### config.mk
export PLATFORM = sky130hd
export DESIGN_NAME = decode_stage
export DESIGN_NICKNAME = d
export VERILOG_FILES = /design/src/rtl/decode_stage.sv
export SDC_FILE = /design/constraint.sdc
export NUM_CORES = 1
export LEC_CHECK = 0
export CORE_MARGIN = 8
export CORE_UTILIZATION = 31
export CTS_CLUSTER_DIAMETER = 60
export DETAILED_ROUTE_END_ITERATION = 8
export PLACE_DENSITY = 0.56
export SKIP_CTS_REPAIR_TIMING = 1
export SYNTH_ARGS = -nofsm -noshare
export SYNTH_HDL_FRONTEND = slang
export SYNTH_SLANG_ARGS = --single-unit
### constraint.sdc
create_clock -name clk -period 18.85 [get_ports clk]
set_input_delay 3.77 -clock clk [delete_from_list [all_inputs] [get_ports clk]]
set_output_delay 3.77 -clock clk [all_outputs]
set_load 0.005 [all_outputs]
### src/rtl/decode_stage.sv
// decode_stage: registered, handshaked MIPS decode stage between fetch and execute.
//
// Instructions are decoded combinationally on entry and held decoded in a head
// register (drives out_*) plus one skid register. A load-use interlock holds
// out_valid low for LOAD_USE_BUBBLES cycles after a load whose destination the
// following instruction reads.
//
// Ports:
//   clk, rst                 clock, asynchronous active-high reset
//   in_valid/in_ready        fetch handshake; in_insn / in_pc payload
//   flush                    drop everything held (taken branch/jump)
//   out_valid/out_ready      execute handshake
//   out_pc, out_rs, out_rt   PC and source register specifiers
//   out_wreg, out_imm        write destination, extended immediate
//   out_ctrl                 [0]BR [1]JP [2]JR [3]ALUINB [4]ALUOP [5]DMWE
//                            [6]RWE [7]RDST [8]RWD [9]LINK [10]ILLEGAL
//   out_noop                 instruction word was all zeros
//
// Optional feature: define DECODE_MUL_EN to decode SPECIAL2 MUL as RWE|RDST;
// otherwise MUL decodes as ILLEGAL.
module decode_stage #(
  parameter int unsigned ADDR_W           = 32,
  parameter int unsigned DATA_W           = 32,
  parameter int unsigned LOAD_USE_BUBBLES = 1
) (
  input  logic              clk,
  input  logic              rst,
  input  logic              in_valid,
  output logic              in_ready,
  input  logic [31:0]       in_insn,
  input  logic [ADDR_W-1:0] in_pc,
  input  logic              flush,
  output logic              out_valid,
  input  logic              out_ready,
  output logic [ADDR_W-1:0] out_pc,
  output logic [4:0]        out_rs,
  output logic [4:0]        out_rt,
  output logic [4:0]        out_wreg,
  output logic [DATA_W-1:0] out_imm,
  output logic [10:0]       out_ctrl,
  output logic              out_noop
);

  localparam logic [10:0] CBr     = 11'h001;
  localparam logic [10:0] CJp     = 11'h002;
  localparam logic [10:0] CJr     = 11'h004;
  localparam logic [10:0] CAluinb = 11'h008;
  localparam logic [10:0] CAluop  = 11'h010;
  localparam logic [10:0] CDmwe   = 11'h020;
  localparam logic [10:0] CRwe    = 11'h040;
  localparam logic [10:0] CRdst   = 11'h080;
  localparam logic [10:0] CRwd    = 11'h100;
  localparam logic [10:0] CLink   = 11'h200;
  localparam logic [10:0] CIll    = 11'h400;

  localparam logic [1:0]  Bubbles = 2'(LOAD_USE_BUBBLES);

  typedef struct packed {
    logic [ADDR_W-1:0] pc;
    logic [4:0]        rs;
    logic [4:0]        rt;
    logic [4:0]        wreg;
    logic [DATA_W-1:0] imm;
    logic [10:0]       ctrl;
    logic              noop;
    logic              rd_rs;  // instruction reads rs
    logic              rd_rt;  // instruction reads rt
  } entry_t;

  entry_t      head_q, head_d, skid_q, skid_d, dec;
  logic        head_valid_q, head_valid_d, skid_valid_q, skid_valid_d;
  logic [1:0]  cnt_q, cnt_d;
  logic [4:0]  lu_reg_q, lu_reg_d;
  logic        in_fire, out_fire, stall;

  logic [5:0]  opcode, funct;
  logic [15:0] imm16;
  logic [10:0] ctrl;
  logic        rd_rt, zext, lui;

  assign opcode = in_insn[31:26];
  assign funct  = in_insn[5:0];
  assign imm16  = in_insn[15:0];

  // Instruction class decode.
  always_comb begin
    ctrl  = CIll;
    rd_rt = 1'b0;
    zext  = 1'b0;
    lui   = 1'b0;
    case (opcode)
      6'b000000: begin
        rd_rt = 1'b1;
        case (funct)
          6'b100000, 6'b100001, 6'b100010, 6'b100011,
          6'b100100, 6'b100101, 6'b100110, 6'b100111,
          6'b101010, 6'b101011,
          6'b000000, 6'b000010, 6'b000011,
          6'b000100, 6'b000110, 6'b000111,
          6'b010000, 6'b010010:             ctrl = CRwe | CRdst;
          6'b011010, 6'b011011:             ctrl = '0;
          6'b001000:                        ctrl = CJp | CJr;
          6'b001001:                        ctrl = CJp | CJr | CRwe | CRdst | CLink;
          default:                          ctrl = CIll;
        endcase
      end
      6'b000100, 6'b000101: begin
        ctrl  = CBr | CAluop;
        rd_rt = 1'b1;
      end
      6'b000001, 6'b000110, 6'b000111:     ctrl = CBr | CAluop;
      6'b000010:                           ctrl = CJp;
      6'b000011:                           ctrl = CJp | CRwe | CLink;
      6'b001001, 6'b001010, 6'b001011:     ctrl = CAluinb | CRwe;
      6'b001100, 6'b001101, 6'b001110: begin
        ctrl = CAluinb | CRwe;
        zext = 1'b1;
      end
      6'b001111: begin
        ctrl = CAluinb | CRwe;
        lui  = 1'b1;
      end
      6'b100011, 6'b100000, 6'b100100:     ctrl = CAluinb | CRwe | CRwd;
      6'b101011, 6'b101000: begin
        ctrl  = CAluinb | CDmwe;
        rd_rt = 1'b1;
      end
`ifdef DECODE_MUL_EN
      6'b011100: begin
        rd_rt = 1'b1;
        ctrl  = (funct == 6'b000010) ? (CRwe | CRdst) : CIll;
      end
`endif
      default:                             ctrl = CIll;
    endcase
    if (in_insn == 32'h0) ctrl = '0;
  end

  always_comb begin
    dec.pc    = in_pc;
    dec.rs    = in_insn[25:21];
    dec.rt    = in_insn[20:16];
    dec.ctrl  = ctrl;
    dec.noop  = (in_insn == 32'h0);
    dec.rd_rs = (opcode != 6'b000010) && (opcode != 6'b000011);
    dec.rd_rt = rd_rt;
    if (ctrl[7])                 dec.wreg = in_insn[15:11];
    else if (opcode == 6'b000011) dec.wreg = 5'd31;
    else                         dec.wreg = in_insn[20:16];
    if (lui)       dec.imm = DATA_W'({imm16, 16'h0000});
    else if (zext) dec.imm = DATA_W'(imm16);
    else           dec.imm = {{(DATA_W-16){imm16[15]}}, imm16};
  end

  // Interlock: hold the head while a recent load's destination is still in flight.
  assign stall = (cnt_q != 2'd0) &&
                 ((head_q.rd_rs && (head_q.rs == lu_reg_q)) ||
                  (head_q.rd_rt && (head_q.rt == lu_reg_q)));

  assign in_ready  = ~skid_valid_q;
  assign out_valid = head_valid_q & ~stall;
  assign in_fire   = in_valid & in_ready;
  assign out_fire  = out_valid & out_ready;

  always_comb begin
    head_d       = head_q;
    skid_d       = skid_q;
    head_valid_d = head_valid_q;
    skid_valid_d = skid_valid_q;
    cnt_d        = cnt_q;
    lu_reg_d     = lu_reg_q;

    if (flush) begin
      head_valid_d = 1'b0;
      skid_valid_d = 1'b0;
    end else if (!head_valid_q || out_fire) begin
      // Head frees up: skid first to keep order, else the incoming word.
      if (skid_valid_q) begin
        head_d       = skid_q;
        head_valid_d = 1'b1;
        skid_valid_d = 1'b0;
      end else if (in_fire) begin
        head_d       = dec;
        head_valid_d = 1'b1;
      end else begin
        head_valid_d = 1'b0;
      end
    end else if (in_fire) begin
      skid_d       = dec;
      skid_valid_d = 1'b1;
    end

    if (flush) begin
      cnt_d = 2'd0;
    end else if (out_fire && head_q.ctrl[8] && (head_q.wreg != 5'd0)) begin
      cnt_d    = Bubbles;
      lu_reg_d = head_q.wreg;
    end else if (cnt_q != 2'd0) begin
      cnt_d = cnt_q - 2'd1;
    end
  end

  always_ff @(posedge clk or posedge rst) begin
    if (rst) begin
      head_q       <= '0;
      skid_q       <= '0;
      head_valid_q <= 1'b0;
      skid_valid_q <= 1'b0;
      cnt_q        <= 2'd0;
      lu_reg_q     <= 5'd0;
    end else begin
      head_q       <= head_d;
      skid_q       <= skid_d;
      head_valid_q <= head_valid_d;
      skid_valid_q <= skid_valid_d;
      cnt_q        <= cnt_d;
      lu_reg_q     <= lu_reg_d;
    end
  end

  assign out_pc   = head_q.pc;
  assign out_rs   = head_q.rs;
  assign out_rt   = head_q.rt;
  assign out_wreg = head_q.wreg;
  assign out_imm  = head_q.imm;
  assign out_ctrl = head_q.ctrl;
  assign out_noop = head_q.noop;

endmodule
# Word level (Yosys, flattened, before mapping)
# Memories as Yosys holds them, arrays and structs flattened.
# Cells that the tools add are included.
dict set report totals {
  mem_count 1
  output_inout_bits 93
  mem_bits_ro 384
  reg_bits 195
  in_bits 69
}
dict set report op_classes {
  muxes 21
  n_eq_ne 23
  bitwise 7
  n_reduce_logical 26
  n_addsub 1
}
# memory words word_bits rd rd_clocked_by_memory_dff write_ports line
set memory_table {}
lappend memory_table {{(no name shown)} 64 6 1 0 0 94} ;# case (funct)
# operator count
set ops {}
lappend ops {{2-to-1 mux 93 bit} 2}
lappend ops {{case mux 11 bit (7 select lines)} 1}
lappend ops {{2-to-1 mux 32 bit} 2}
lappend ops {{== test 6 x 4 -> 1 bit (second input constant)} 7}
lappend ops {{zero test 32 bit} 1}
lappend ops {{== test 6 bit (second input constant)} 5}
lappend ops {{== test 6 x 3 -> 1 bit (second input constant)} 4}
lappend ops {{== test 6 x 2 -> 1 bit (second input constant)} 2}
lappend ops {{!= test 6 x 2 -> 1 bit (second input constant)} 2}
lappend ops {{2-to-1 mux 11 bit} 1}
lappend ops {{== test 5 bit} 2}
lappend ops {{2-to-1 mux 1 bit} 10}
lappend ops {{2-to-1 mux 5 bit} 2}
lappend ops {{OR reduction 5 bit} 2}
lappend ops {{OR reduction 7 bit} 1}
lappend ops {{== test 6 x 1 -> 1 bit (second input constant)} 1}
lappend ops {{logical AND 1 bit} 6}
lappend ops {{zero test 6 bit} 1}
lappend ops {{2-to-1 mux 2 bit} 3}
lappend ops {{AND reduction 3 bit} 2}
lappend ops {{nonzero test 2 bit} 3}
lappend ops {{nonzero test 3 bit} 2}
lappend ops {{OR reduction 3 bit} 2}
lappend ops {{nonzero test 5 bit} 1}
lappend ops {{7 further kinds} 13}

# Longest topological paths before layout
# Gate-level depths: netlist (run 1).
dict set report logic_depth {
  depth_word 11
  mapped_depth 9
}

# Least setup slack after synthesis (run 1)
# No wires, ideal clock.
dict set report synth_path {
  kind {input to register}
  from {input port in_insn[3]}
  to {register skid_q[46] in the netlist's numbering}
  arrival_ns 5.277
  slack_ns 13.448
  n_path_buf 2
  required_ns 18.725
  path_stages 8
  path_cell_list {buf_6 o41ai_1 and3_1 o31ai_1 buf_2 or3_1 and2_0 mux2_2}
}
dict set report synth_between {
  elab_chain_len 4
}
# item line
set synth_lines {}
lappend synth_lines {{start, declared} 30} ;# input logic [31:0] in_insn,
lappend synth_lines {{memory (64 x 6 bit)} -}
lappend synth_lines {{case mux 11 bit (7 select lines)} 91} ;# case (opcode)
lappend synth_lines {{2-to-1 mux 11 bit *} 136} ;# if (in_insn == 32'h0) ctrl = '0;
lappend synth_lines {{2-to-1 mux 5 bit *} 147} ;# if (ctrl[7]) dec.wreg = in_insn[15:11];
lappend synth_lines {{end signal, assigned} 213} ;# skid_q <= skid_d;
lappend synth_lines {{end, declared} 70} ;# entry_t head_q, head_d, skid_q, skid_d, dec;
# Mark *: on every way between the ends. The rest lies on a longest branch, timed or not.
# A chain may end at the register's enable or synchronous reset.

# Final worst setup path (run 1)
dict set report layout_path {
  from {input port out_ready}
  to {register skid_q[37] in the netlist's numbering}
}
dict set report layout_between {
  elab_chain_len 4
}
# item line
set layout_lines {}
lappend layout_lines {{start, declared} 34} ;# input logic out_ready,
lappend layout_lines {{bitwise AND 1 bit} 163} ;# assign out_fire = out_valid & out_ready;
lappend layout_lines {{logical OR 1 bit} 176} ;# end else if (!head_valid_q || out_fire) begin
lappend layout_lines {{NOT 1 bit (no line)} -}
lappend layout_lines {{AND reduction 3 bit (no line)} -}
# Every way passes these cells.

==> run summary, run 1 <==
- done — TritonCTS clock tree
- 15.51 ns — setup slack on the worst flop-to-flop path
- 38,500 um2 — overall die area
- 0 — antenna violations before repair
- dfrtp_1 — most frequently used flop master after synthesis
- 0 — # setup viols final
- input port to register — critical setup path kind
- 918 — number of nets in the layout
- 5,905 — total number of vias
- 0 — antenna fix cells
- 0 — global-route congestion overflow total
- 6.41 ns — arrival time of data at the critical path endpoint
- 66 — count of standard-cell rows
- 0.483 ns — worst hold margin
- register to register — class of the most critical hold timing path
- 161 — buffers added on ports
- 101 nW/um2 — power per cell area
- 794 — post-synthesis instance total
- 0 — max-slew violation count
- 18.4% — area added between synthesis and finish
- 193 — Num Clock Sinks
- skid_q[37] — Critical R2R Capture
- 0.0000617 V — peak supply drop
- 8 — FF-to-FF path depth
- 196 um — die boundary height
- 2 — Bufs on Longest Clock Path
- 38.8 mm — first-pass GRT wire length
- 0.279 — share of cells above drive strength 1
- 12.76 ns — PnR worst setup slack
- skid_q[37] — crit path capture
- 0.323 — final worst path period share
- 19.17 ns — Req. time, crit path
- skid_q[65] — Worst Min Path Start
- 120 — largest net degree at the start of global routing
- clkbuf_16 — root buffer cell
- 0.746 — placer's final routability congestion estimate
- 5.05 nW — leakage power of the design
- 0 — final number of hold-violating endpoints
- 0.130 — total global-route track usage
- 0 — number of enable flip-flop cells after synthesis
- 18.7 um — mean routed wirelength per cell
- 1.00 — Post-synth ARST share
- 1,271 — Placed Cells
- 196 um — horizontal extent of the die
- 6.09 ns — shortest clock period the worst path allows after layout
- 0 — number of max-capacitance violations reported
- 193 — total of flip-flops plus latches after synthesis
- 254 — drt initial violations
- dfrtp_1 — commonest non-fill, non-tap cell in the layout
- 12.7 um2 — Avg Cell Area, Syn
- 0 ns — setup TNS
- 24.3 mm — routed wire length
- 1,302 — post-route insts no fill
- 0 — number of antenna-violating nets in the routed design
- 0.480 — part of the Yosys area used for sequential elements
- 162 — top-level I/O count
- 0.332 — worst max-slew margin expressed relative to the limit
- input port — Worst Setup Start Kind
- register — Crit. End Element
- 1.00 ns — slew at the pin with the worst max-slew slack
- 6,401 — vias in the first global route
- dfrtp_1, mux2_2, clkdlybuf4s50_1 — commonest cells after routing, fill and taps aside
- out_ready — Critical Path Source
- out_rs[4] — R2R Path Start
- 16.7 mm — final HPWL from detailed placement
- no — setup repair after global routing missed its margin
- 4.54 — detailed-route vias per instance
- 0 — yosys warns
- 0.45 ns — Clk Latency, worst-skew pair
- 4 — number of iterations in the first detailed-routing pass
- 12.26 ns — Worst Setup Slack post-DPL
- 32,300 um2 — core area
- 164 MHz — maximum clock frequency
- 17 — CTS Buf Count
- 10,100 um2 — cell area after technology mapping
- completed — status
- 52 — CP max FO
- 55 — number of different library cells in the post-synthesis netlist
- 0.07 ns — CTS clock-pin slew for the worst setup and hold paths
- 864 — number of nets in the synthesized netlist
- 0.0156 ns — skew final
- 4 — htree depth
- 0.312 — Initial Util
- 0 — drc violations
[critical path, stage by stage]
cell,delay (ns)
clkdlybuf4s50_1,0.46
nor2b_1,0.15
a31oi_2,0.10
nor4b_4,0.24
buf_4,0.51
buf_4,0.70
mux2_1,0.39
[layout make-up]
type                       count  area (um2)
clock buffer                  19         443
multi-input combinational    449        4230
tap                          442         553
timing repair buffer         169        1670
sequential                   193        4830
fill                        3167       20400
inverter                      18        75.1
clock inverter                12         124
[metal layers]
layer	global-route usage	up-vias	wire length (um)
li1	-	2797	-
met1	0.164	3017	11000
met2	0.216	76	12000
met3	0.0370	15	1020
met4	0.0320	0	240
met5	0	-	0
[synth_stat cells (7+ instances only)]
| cell type | n | area share |
|---|---|---|
| or3_1 | 7 | 0.0044 |
| buf_4 | 94 | 0.070 |
| buf_2 | 16 | 0.0080 |
| nor2b_1 | 18 | 0.011 |
| clkbuf_1 | 10 | 0.0037 |
| mux2i_1 | 10 | 0.0099 |
| xnor2_1 | 10 | 0.0087 |
| nor2_1 | 15 | 0.0056 |
| inv_1 | 17 | 0.0063 |
| dfrtp_1 | 193 | 0.48 |
| a21oi_1 | 7 | 0.0035 |
| mux2_2 | 185 | 0.21 |
| buf_6 | 11 | 0.012 |
| mux2_1 | 75 | 0.084 |
| nand2_1 | 15 | 0.0056 |
| a21o_1 | 16 | 0.012 |
[per-stage QoR]
stage          area [um2]  utilization  total power [W]
6_report            11900        0.369          0.00120
5_1_grt             11900        0.369          0.00127
4_1_cts             11900        0.369          0.00123
3_5_place_dp        11400        0.352         0.000852
3_3_place_gp        11400        0.352         0.000844
2_1_floorplan       10100            -         0.000759
[where the power goes]
group          switching [W]  internal, W  leakage [nW]
Combinational      0.0000983     0.000171          2.41
Sequential         0.0000527     0.000515          2.36
Clock               0.000176     0.000189         0.271
[logic make-up after synthesis]
family / synth area share
fa+ha+maj: 0.00124
compound gates: 0.0392
simple gates: 0.0665
xor+xnor: 0.0104
flops: 0.480
buf+inv: 0.102
mux: 0.301
[state kept, by name, indices dropped and copies added, names as in the netlist, 5 cells and up]
register / flops
out_rs: 5
lu_reg_q: 5
out_rt: 5
out_wreg: 5
out_imm: 32
out_ctrl: 10
skid_q: 92
out_pc: 32
[worst min-delay path by stage]
stage | to | slack (ns) | cells after the start
final | skid_q[65] | 0.48 | 1
after global routing | skid_q[6] | 0.50 | 1
after CTS | skid_q[8] | 0.49 | 1
after detailed placement | skid_q[82] | 0.47 | 1
after global placement | skid_q[51] | 0.46 | 1
after floorplan | skid_q[51] | 0.45 | 1
(Power assumes the default switching activity.)
==> run 2: changes to the inputs <==
--- a/config.mk
+++ b/config.mk
@@ -9,7 +9,7 @@
 export CORE_UTILIZATION = 31
 export CTS_CLUSTER_DIAMETER = 60
 export DETAILED_ROUTE_END_ITERATION = 8
-export PLACE_DENSITY = 0.56
+export PLACE_DENSITY = 0.58
 export SKIP_CTS_REPAIR_TIMING = 1
 export SYNTH_ARGS = -nofsm -noshare
 export SYNTH_HDL_FRONTEND = slang
==> constraint.sdc (replaced) <==
create_clock -name clk -period 5.4 [get_ports clk]
set_input_delay 1.08 -clock clk [delete_from_list [all_inputs] [get_ports clk]]
set_output_delay 1.08 -clock clk [all_outputs]
set_load 0.005 [all_outputs]
==> run 2 against run 1 <==
Non-clock buffer count grew 1; worst hold slack is essentially flat; via count up 0.20%; critical path depth down 4; wire length is 1.1% higher; sequential cell count unchanged; sequential share of layout area decreased by 0.098 points; combinational power rose to 3.5 times the previous value; global-route usage is 0.13 points higher; clock power increased to 3.5 times the previous value; largest power group unchanged; cell area increased by 0.24%.
==> run summary, run 2 (synthesized netlist as in run 1, its figures left out) <==
- dfrtp_1, mux2_2, clkdlybuf4s50_1 — commonest cells after routing, fill and taps aside
- 213 — drt initial violations, -16%
- 0.00418 W — Total Power, +250%
- 0.282 — share of cells above drive strength 1, +0.00283
- completed — status
- clkbuf_16 — root buffer cell
- 18.8 um — mean routed wirelength per cell, +0.87%
- done — TritonCTS clock tree
- 4.53 — detailed-route vias per instance, about the same
- 153 — largest net degree at the start of global routing, +28%
- register to output port — critical setup path kind
- 0.645 — final worst path period share
- 66 — count of standard-cell rows, unchanged
- 12,000 um2 — Design Area, Final, +0.24%
- 0 — max-slew violation count, unchanged
- skid_valid_q — Critical Path Source
- 92 — flip-flop count of the largest register after layout, unchanged
- 1.92 ns — PnR worst setup slack, -10.85 ns
- lu_reg_q[3] — R2R Path Start
- met5 — max layer used
- 919 — number of nets in the layout, +0.11%
- 350 nW/um2 — power per cell area, +250%
- 0.312 — Initial Util, unchanged
- 196 um — die boundary height, unchanged
- 11,400 um2 — instance area after placement, +0.25%
- 0.45 ns — Clk Latency, worst-skew pair, about the same
- 287 MHz — maximum clock frequency
- dfrtp_1 — commonest non-fill, non-tap cell in the layout
- register — Worst Setup Start Kind
- 11.9 mm — met2 wire length, -0.51%
- 11.0 mm — wire length on met1, -0.14%
- 1.47 ns — Worst Setup Slack post-DPL, -10.79 ns
- 38.9 mm — first-pass GRT wire length, +0.34%
- output port — Crit. End Element
- 2 — antenna violations before repair, +2
- 3 — Worst Path Buf+Inv, unchanged
- 0.0189 ns — skew final, +0.00328 ns
- 0.338 — worst max-slew margin expressed relative to the limit, +0.00577
- 18.7% — area added between synthesis and finish
- 0 — number of antenna-violating nets in the routed design, unchanged
- 4 — htree depth, unchanged
- 5,917 — total number of vias, +0.20%
- register to register — class of the most critical hold timing path
- 3,179 — Filler Cell Count, +0.38%
- 161 — buffers added on ports, unchanged
- 24.6 mm — routed wire length, +1.1%
- 3.48 ns — shortest clock period the worst path allows after layout
- 0.994 ns — slew at the pin with the worst max-slew slack, -0.00649 ns
- skid_q[63] — Worst Min Path Start
- 38,500 um2 — overall die area, unchanged
- 0.07 ns — CTS clock-pin slew for the worst setup and hold paths, about the same
- 16.8 mm — final HPWL from detailed placement, +1.0%
- 32,300 um2 — core area, unchanged
- 4 — number of iterations in the first detailed-routing pass, unchanged
- inv_2 -> buf_4 -> clkdlybuf4s50_1 — Cell Chain, Critical Path
- buffers and inverters — family with the most delay on the worst path
- 0.000198 V — peak supply drop, +220%
- 0 — final number of hold-violating endpoints, unchanged
- 0 — drc violations, unchanged
- 193 — Num Clock Sinks, unchanged
- skid_q — register bank with the most flops
- 1.17 mm — routed length on met3, +15%
- 0 — global-route congestion overflow total, unchanged
- 196 um — horizontal extent of the die, unchanged
- 0 — # setup viols final, unchanged
- 2 — Bufs on Longest Clock Path, unchanged
- 0 — number of max-capacitance violations reported, unchanged
- no — setup repair after global routing missed its margin
- 4.32 ns — Req. time, crit path, -14.85 ns
- 2.40 ns — arrival time of data at the critical path endpoint, -4.01 ns
- 0.68 ns — largest stage delay on the critical path, -0.02 ns
- 46 — CP max FO, -12%
- 5.06 nW — leakage power of the design, +0.29%
- 162 — top-level I/O count, unchanged
- 0.131 — total global-route track usage, +0.00130
- 0.725 — placer's final routability congestion estimate, -2.9%
- 6,366 — vias in the first global route, -0.55%
- 17 — CTS Buf Count, unchanged
- 0 ns — setup TNS, unchanged
- dfrtp_2 — critical-path cell with the highest stage delay
[run 2: cell count changes in the layout (fill, tap and decap cells not counted), sizes merged]
cell / change
inv: -1
diode: +1
bufinv: -1
clkinv: +2
buf: +1
clkbuf: +1
[run 2: path summary, 6_finish.rpt]
| path | end | slack (ns) | cells past startpoint |
|---|---|---|---|
| hold / removal | skid_q[63] | 0.48 | 1 |
| hold reg to reg | skid_q[63] | 0.48 | 1 |
| setup reg to reg | skid_q[55] | 2.47 | 7 |
| min in group asynchronous | skid_q[68] | 1.17 | 3 |
| max in group asynchronous | skid_q[88] | 3.51 | 3 |
| setup / recovery | in_ready | 1.92 | 3 |
[run 2: worst register-to-register path: cells and delay by family, from the launching register on]
family,cells,cell delay (ns)
compound gates,2,0.52
mux,1,0.52
flops,1,0.43
buf+inv,1,0.75
simple gates,2,0.42
xor+xnor,1,0.17
[run 2: cell type report]
class / count / area, um2 / area share
Clock inverter: 12 / 97.6 / 0.00817
Inverter: 18 / 71.3 / 0.00597
Sequential cell: 193 / 4830 / 0.404
Timing Repair Buffer: 170 / 1700 / 0.143
Antenna cell: 1 / 2.50 / 0.000209
Multi-Input combinational cell: 449 / 4230 / 0.354
Tap cell: 442 / 553 / 0.0463
Clock buffer: 20 / 467 / 0.0390
[run 2: metrics by stage]
step | utilization | hold slack, ns | cells
4_1_cts | 0.370 | 0.487 | 1304
5_1_grt | 0.370 | 0.500 | 1304
3_3_place_gp | 0.353 | 0.462 | 1272
6_report | 0.370 | 0.483 | 1305
3_5_place_dp | 0.353 | 0.471 | 1272
2_1_floorplan | - | 0.452 | 794
[run 2: where the power goes]
group / leakage [nW] / internal (W) / switching (W)
registers: 2.36 / 0.00180 / 0.000188
logic: 2.42 / 0.000601 / 0.000340
clock network: 0.277 / 0.000639 / 0.000618
[run 2: metal layers]
layer / GRT usage / vias to the layer above
met5: 0 / -
met4: 0.0438 / 2
met3: 0.0358 / 27
met2: 0.213 / 94
met1: 0.166 / 2993
li1: - / 2801
